`config.mk`:
```
export PLATFORM = sky130hd
export DESIGN_NAME = usb_bit_stuffer
export DESIGN_NICKNAME = d
export VERILOG_FILES = /design/src/rtl/usb_pkg.sv /design/src/rtl/usb_bit_stuffer_ones_run_counter.sv /design/src/rtl/usb_bit_stuffer.sv
export SDC_FILE = /design/constraint.sdc
export NUM_CORES = 1
export LEC_CHECK = 0
export CAP_MARGIN = 20
export CORE_MARGIN = 3
export CORE_UTILIZATION = 49
export DETAILED_ROUTE_END_ITERATION = 10
export PLACE_DENSITY = 0.75
export REMOVE_ABC_BUFFERS = 1
export SETUP_SLACK_MARGIN = 0.02
export SLEW_MARGIN = 40
export SYNTH_ARGS = -nofsm -noshare
export SYNTH_HDL_FRONTEND = slang
export SYNTH_HIERARCHICAL = 1
export SYNTH_SLANG_ARGS = --single-unit
```
`constraint.sdc`:
```
create_clock -name clk -period 1.9 [get_ports clk]
set_input_delay 0.285 -clock clk [delete_from_list [all_inputs] [get_ports clk]]
set_output_delay 0.285 -clock clk [all_outputs]
set_load 0.01 [all_outputs]
```
`src/rtl/usb_pkg.sv`:
```
// Shared types for the USB serial transmit path.
// Holds the bit-stuffer state encoding and the standard run length.
package usb_pkg;

  typedef enum logic [1:0] {
    IDLE,
    PASS,
    STUFF
  } stuff_state_t;

  localparam int USB_MAX_ONES = 6;

endpackage

```
`src/rtl/usb_bit_stuffer_ones_run_counter.sv`:
```
// Saturating up-counter with synchronous clear and count enable; 1-cycle update.
// No backpressure: clear wins over enable, and the count holds at MAX.
module ones_run_counter #(
  parameter int             W   = 4,
  parameter logic [W-1:0]   MAX = '1
) (
  input  logic         clk,
  input  logic         rst,
  input  logic         clr,
  input  logic         en,
  output logic [W-1:0] cnt
);

  always_ff @(posedge clk) begin
    if (rst) begin
      cnt <= '0;
    end else if (clr) begin
      cnt <= '0;
    end else if (en && (cnt != MAX)) begin
      cnt <= cnt + 1'b1;
    end
  end

endmodule

```
`src/rtl/usb_bit_stuffer.sv`:
```
// USB bit stuffer: inserts a 0 after MAX_ONES consecutive 1s; registered outputs, 1-cycle latency.
// Backpressure: stall is high for the single STUFF cycle; input is ignored while stalled.
module usb_bit_stuffer
  import usb_pkg::*;
#(
  parameter int MAX_ONES = USB_MAX_ONES,
  parameter int CNT_W    = 4
) (
  input  logic             clk,
  input  logic             rst,
  input  logic             in_bit,
  input  logic             in_valid,
  input  logic             in_last,
  output logic             stall,
  output logic             out_bit,
  output logic             out_valid,
  output logic             out_last,
  output logic             busy,
  output logic [CNT_W-1:0] stuff_cnt
);

  localparam int OW = $clog2(MAX_ONES + 1);

  stuff_state_t  state;
  logic          pending_last;
  logic [OW-1:0] ones_cnt;
  logic          in_stuff;
  logic          accept;
  logic          run_done;
  logic          run_clr;
  logic          run_en;
  logic          cnt_clr;

  assign in_stuff = (state == STUFF);
  assign stall    = in_stuff;
  assign busy     = (state != IDLE);
  assign accept   = in_valid && !in_stuff;

  // This accepted 1 completes the run, so a stuffed 0 must follow it.
  assign run_done = accept && in_bit && (ones_cnt == OW'(MAX_ONES - 1));

  // A run survives gaps; it ends on a 0, a stuffed 0, or a packet end.
  assign run_en  = accept && in_bit;
  assign run_clr = (accept && !in_bit) || in_stuff || (accept && in_last && !run_done);
  assign cnt_clr = accept && (state == IDLE);

  ones_run_counter #(
    .W   (OW),
    .MAX (OW'(MAX_ONES))
  ) u_run_cnt (
    .clk (clk),
    .rst (rst),
    .clr (run_clr),
    .en  (run_en),
    .cnt (ones_cnt)
  );

  ones_run_counter #(
    .W   (CNT_W),
    .MAX ('1)
  ) u_stuff_cnt (
    .clk (clk),
    .rst (rst),
    .clr (cnt_clr),
    .en  (in_stuff),
    .cnt (stuff_cnt)
  );

  always_ff @(posedge clk) begin
    if (rst) begin
      state        <= IDLE;
      pending_last <= 1'b0;
      out_bit      <= 1'b0;
      out_valid    <= 1'b0;
      out_last     <= 1'b0;
    end else begin
      out_valid <= 1'b0;
      out_last  <= 1'b0;
      case (state)
        IDLE, PASS: begin
          if (accept) begin
            out_bit   <= in_bit;
            out_valid <= 1'b1;
            if (run_done) begin
              // The packet end, if any, moves onto the stuffed 0.
              state        <= STUFF;
              pending_last <= in_last;
            end else if (in_last) begin
              state    <= IDLE;
              out_last <= 1'b1;
            end else begin
              state <= PASS;
            end
          end
        end
        STUFF: begin
          out_bit      <= 1'b0;
          out_valid    <= 1'b1;
          out_last     <= pending_last;
          pending_last <= 1'b0;
          state        <= pending_last ? IDLE : PASS;
        end
        default: begin
          state <= IDLE;
        end
      endcase
    end
  end

endmodule

```
Word-level counts from Yosys, hierarchy flattened
Cells that the tools add are included.

word-level totals
  flip-flop bits (word level) = 13
  input port bits = 5
  output and inout bits = 9
  logic and storage cells = 54

cells by class
  $add $sub $neg = 2
  equal/unequal tests = 7
  muxes and demuxes = 16
  reductions and logical operators = 22

operator list
  operator             count
  $logic_and 1x1->1    9
  $mux 1               9
  $pmux 1 s2           4
  $reduce_or 2->1      3
  $add 4x1->4 const B  1
  $mux 2               2
  $ne 2x2->1 const B   2
  $ne 4x4->1 const B   1
  $pmux 2 s2           1
  $reduce_bool 2->1    2
  $add 3x1->3 const B  1
  $eq 3x3->1 const B   1
  $logic_not 1->1      3
  $ne 3x3->1 const B   1
  $reduce_and 3->1     1
  $eq 2x1->1 const B   1
  $eq 2x2->1 const B   1
  $logic_not 2->1      1
  $logic_or 1x1->1     2
  $reduce_and 2->1     1

Logic depth before layout (Yosys ltp)
  word-level depth = 9
  gate-level depth with buffers = 6
  depth with buffers taken out = 5

By module
Netlist, hierarchy kept.

by module, submodules not included
  module                          times used  cells an instance  area each (sq um)
  usb_bit_stuffer                 1           38                 341.6
  ones_run_counter (u_stuff_cnt)  1           22                 188.9
  ones_run_counter (u_run_cnt)    1           16                 182.7

Worst setup path before layout
Ideal clock, no wire load.

  path kind = reg2reg
  start point = register u_run_cnt.cnt[1]
  end point = register u_run_cnt.cnt[0]
  library setup time = 0.121 ns
  arrival = 1.336 ns
  required time = 1.779 ns
  path slack = 0.442 ns
  stages on the path, launching flop included = 6
  buffers on the path = 0
  cell sequence = dfxtp_1 -> nand3b_1 -> a21boi_0 -> o21ai_0 -> nor3b_1 -> mux2_4

between the ends
  longest elaborated chain between the ends = 6

ends and longest elaborated chain
  item                       RTL line                                RTL
  from (decl)                usb_bit_stuffer_ones_run_counter.sv:11  output logic [W-1:0] cnt
  from (signal assigned)     usb_bit_stuffer_ones_run_counter.sv:20  cnt <= cnt + 1'b1;
  $eq 3x3->1                 usb_bit_stuffer.sv:40                   assign run_done = accept && in_bit && (ones_cnt == OW'(MAX_ONES - 1));
  $logic_and 1x1->1          usb_bit_stuffer.sv:40
  $logic_not 1->1            usb_bit_stuffer.sv:44                   assign run_clr = (accept && !in_bit) || in_stuff || (accept && in_last && !run_done);
  $logic_and 1x1->1          usb_bit_stuffer.sv:44
  $logic_or 1x1->1           usb_bit_stuffer.sv:44
  net run_clr                usb_bit_stuffer.sv:30                   logic run_clr;
  $reduce_or 2->1 (no line)  -

The timed path passes the listed nets, and every way through them passes these cells.
A chain may end at the register's enable or synchronous reset.

Final worst setup path
  start point = register state[0]
  end point = output port stall

between the ends
  longest elaborated chain between the ends = 1

ends and longest elaborated chain
  item                    RTL line                RTL
  from (decl)             usb_bit_stuffer.sv:24   stuff_state_t state;
  from (signal assigned)  usb_bit_stuffer.sv:101  state <= pending_last ? IDLE : PASS;
  $eq 2x2->1              usb_bit_stuffer.sv:34   assign in_stuff = (state == STUFF);
  to (decl)               usb_bit_stuffer.sv:14   output logic stall,

Every way passes these cells.

==> metrics.md <==
| Metric | Value |
|---|---|
| Antenna diode count | `0` |
| Register-to-Register Path Depth | `5` |
| Hold path cells | `2` |
| Crit path time final | `~1.8 ns` |
| Multi-input logic area | `420 sq um` |
| GRT Residual Overflow | `0` |
| GPL Wtd Cong | `0.735` |
| Status | `completed` |
| Total GRT Usage | `0.168` |
| Tightest Pin Transition | `roughly 0.54 ns` |
| RSZ-0062 raised after global routing | `false` |
| Pin count of the biggest net entering global routing | `17` |
| Max-slew violations | `0` |
| Die ar. | `0.00195 sq mm` |
| Max_slew headroom | `0.639` |
| Netlist cell types | `33` |
| Routed len/inst | `12.5 um` |
| CTS sink count | `13` |
| H-tree depth | `1` |
| Iteration-0 DRC count of the detailed router | `11` |
| Period Utilization, post-route | `0.928` |
| Power Density | `560 mW/mm^2` |
| IO Pins | `14` |
| Via count | `612` |
| Cells after synthesis | `76` |
| Setup violators final | `0` |
| Static leakage | `0.000352 uW` |
| Peak supply drop | `approximately 500 uV` |
| Seq cells post-synth | `13` |
| Starting density of the core | `0.535` |
| Worst slack, placed | `0.114 ns` |
| Crit-path max FO | `8` |
| Setup Fix Bufs, Post-CTS | `0` |
| Synth warn | `6` |
| Avg Inst Size Synth | `~9.4 sq um` |
| Req. time, crit path | `1.62 ns` |
| DRC viols | `0` |
| Fin Clk Skew | `0.000603 ns` |
| Number of global-route vias before repair | `562` |
| Routed WL | `1.39 mm` |
| Filler cells | `~110` |
| Antenna violations before repair | `0` |
| Startpoint Class | `flop` |
| Row count | `13` |
| Post-layout nets | `105` |
| Sequential cell area | `262 sq um` |
| Num CTS Buffers | `3` |
| Vias per inst | `5.51` |
| Root Buffer | `clkbuf_4` |
| Detail Route Antenna Nets | `0` |
| Worst hold path type | `flop to flop` |
| Max-cap violations | `0` |
| Die span in x | `between 40 and 50 um` |
| Seq/Total Area, Yosys | `0.365` |
| Setup TNS | `0 ns` |
| Hold Vio Cnt, Final | `0` |
| Clock transition at path regs | `0.07 ns` |
| First-pass GRT wire length | `2.42 mm` |
| WP data arrival | `approximately 1.5 ns` |
| Die Y | `44.2 um` |
| Placeable Area | `~0.0013 sq mm` |
| Later-pin clock latency in the skew report | `0.27 ns` |
| Endpoint class of the critical path | `primary output` |
| PortBufs | `13` |
| Share of cells above drive strength 1 | `0.188` |
| Final WS setup | `0.136 ns` |
| CP Class | `flop to primary output` |
| DP HPWL | `between 1 and 1.5 mm` |
| Synthesized area | `713 sq um` |
| CTS tree | `yes` |
| Fmax | `567 MHz` |
| Max clock buf depth | `2` |
| First-pass DRT Iterations | `4` |
| Layout area overhead | `27.9%` |
## metal layers
layer | part of all wire | up-vias | track usage
met5 | 0 | - | 0
met4 | 0.0065 | 0 | 0.0422
met3 | 0.046 | 2 | 0.0732
met2 | 0.44 | 12 | 0.241
met1 | 0.51 | 283 | 0.231
li1 | - | 315 | -
## placed cells by master (no fill, tap or decap), types with 2 or more instances in the layout
cell,synthesis,routed
dfxtp_1,13,12
nor3b_1,4,4
inv_1,5,5
clkdlybuf4s50_1,0,13
mux2i_1,3,3
nand2_1,7,7
nor2_1,4,4
a21oi_1,4,4
clkbuf_4,0,3
buf_4,1,4
nand2b_4,2,2
or3_1,2,2
nand3_1,2,2
a31oi_1,2,2
o21ai_0,2,2
ha_1,3,3
mux2_4,2,2
nor3_1,3,3
## stage by stage
step	hold slack, ns	power, uW	area, sq um	util	cells
after floorplan	0.354	318	706	-	75
after global placement	0.486	353	885	0.663	107
after detailed placement	0.497	354	885	0.663	107
after CTS	0.510	520	911	0.683	111
after global routing	0.553	542	912	0.684	111
final	0.505	511	912	0.684	111
## critical path, stage by stage, from the launching register on
cell and delay (ns):
dfxtp_1 0.38, nand2b_4 0.18, inv_4 0.10, clkdlybuf4s50_1 0.54
## kinds of logic after synthesis
| family | share of synthesized area |
|---|---|
| compound gates | 0.144 |
| simple gates | 0.309 |
| mux | 0.0842 |
| fa+ha+maj | 0.0526 |
| buf+inv | 0.0456 |
| flops | 0.365 |
## sequential cells by signal (all words and copies together) (netlist names)
| signal | count |
|---|---|
| out_valid | 1 |
| u_run_cnt/cnt | 3 |
| out_bit | 1 |
| pending_last | 1 |
| u_stuff_cnt/cnt | 4 |
| out_last | 1 |
| state | 2 |
## power by group
| part | switching, uW | total (uW) | internal (uW) | leakage [uW] |
|---|---|---|---|---|
| clock | 81.9 | 163 | 81.3 | 0.0000150 |
| sequential | 5.52 | 283 | 278 | 0.000106 |
| combinational | 28.9 | 64.1 | 35.3 | 0.000231 |
| total | 116 | 511 | 394 | 0.000352 |
## cell usage after synthesis (all sizes together)
library cell	instances	area, sq um
a31oi	2	12.5
nor3	4	31.3
buf	1	7.51
o41ai	1	8.76
a21o	1	7.51
nand2	7	26.3
a21oi	4	20.0
nand2b	3	33.8
a21boi	2	18.8
o21ai	2	10.0
or2	1	6.26
a2111oi	2	18.8
mux2i	3	30.0
nor2	4	15.0
nand4	1	6.26
and4b	1	10.0
nor2b	1	6.26
or3	2	12.5
nand3b	1	7.51
o22ai	1	6.26
ha	3	37.5
nor3b	5	42.5
dfxtp	13	260
nand3	2	10.0
mux2	2	30.0
nor4	1	12.5
inv	6	25.0
## area by class of cell
type,instances,area share
inverters,6,0.0274
flip-flops and latches,13,0.287
multi-input cells,56,0.461
repair buffers,17,0.176
clock buffers,4,0.0288
well taps,15,0.0206
## final timing paths
| check | start | end | slack [ns] |
|---|---|---|---|
| setup / recovery | state[0] | stall | 0.14 |
| hold / removal | u_stuff_cnt/cnt[1] | u_stuff_cnt/cnt[1] | 0.51 |
| setup reg to reg | state[0] | u_run_cnt/cnt[0] | 0.34 |
| hold reg to reg | u_stuff_cnt/cnt[1] | u_stuff_cnt/cnt[1] | 0.51 |
## timing repair
action / in CTS / in global routing
setup endpoints to repair: 0 / 1
resized for setup: 0 / 1
hold buffers: 0 / 0
(Power assumes the default switching activity.)
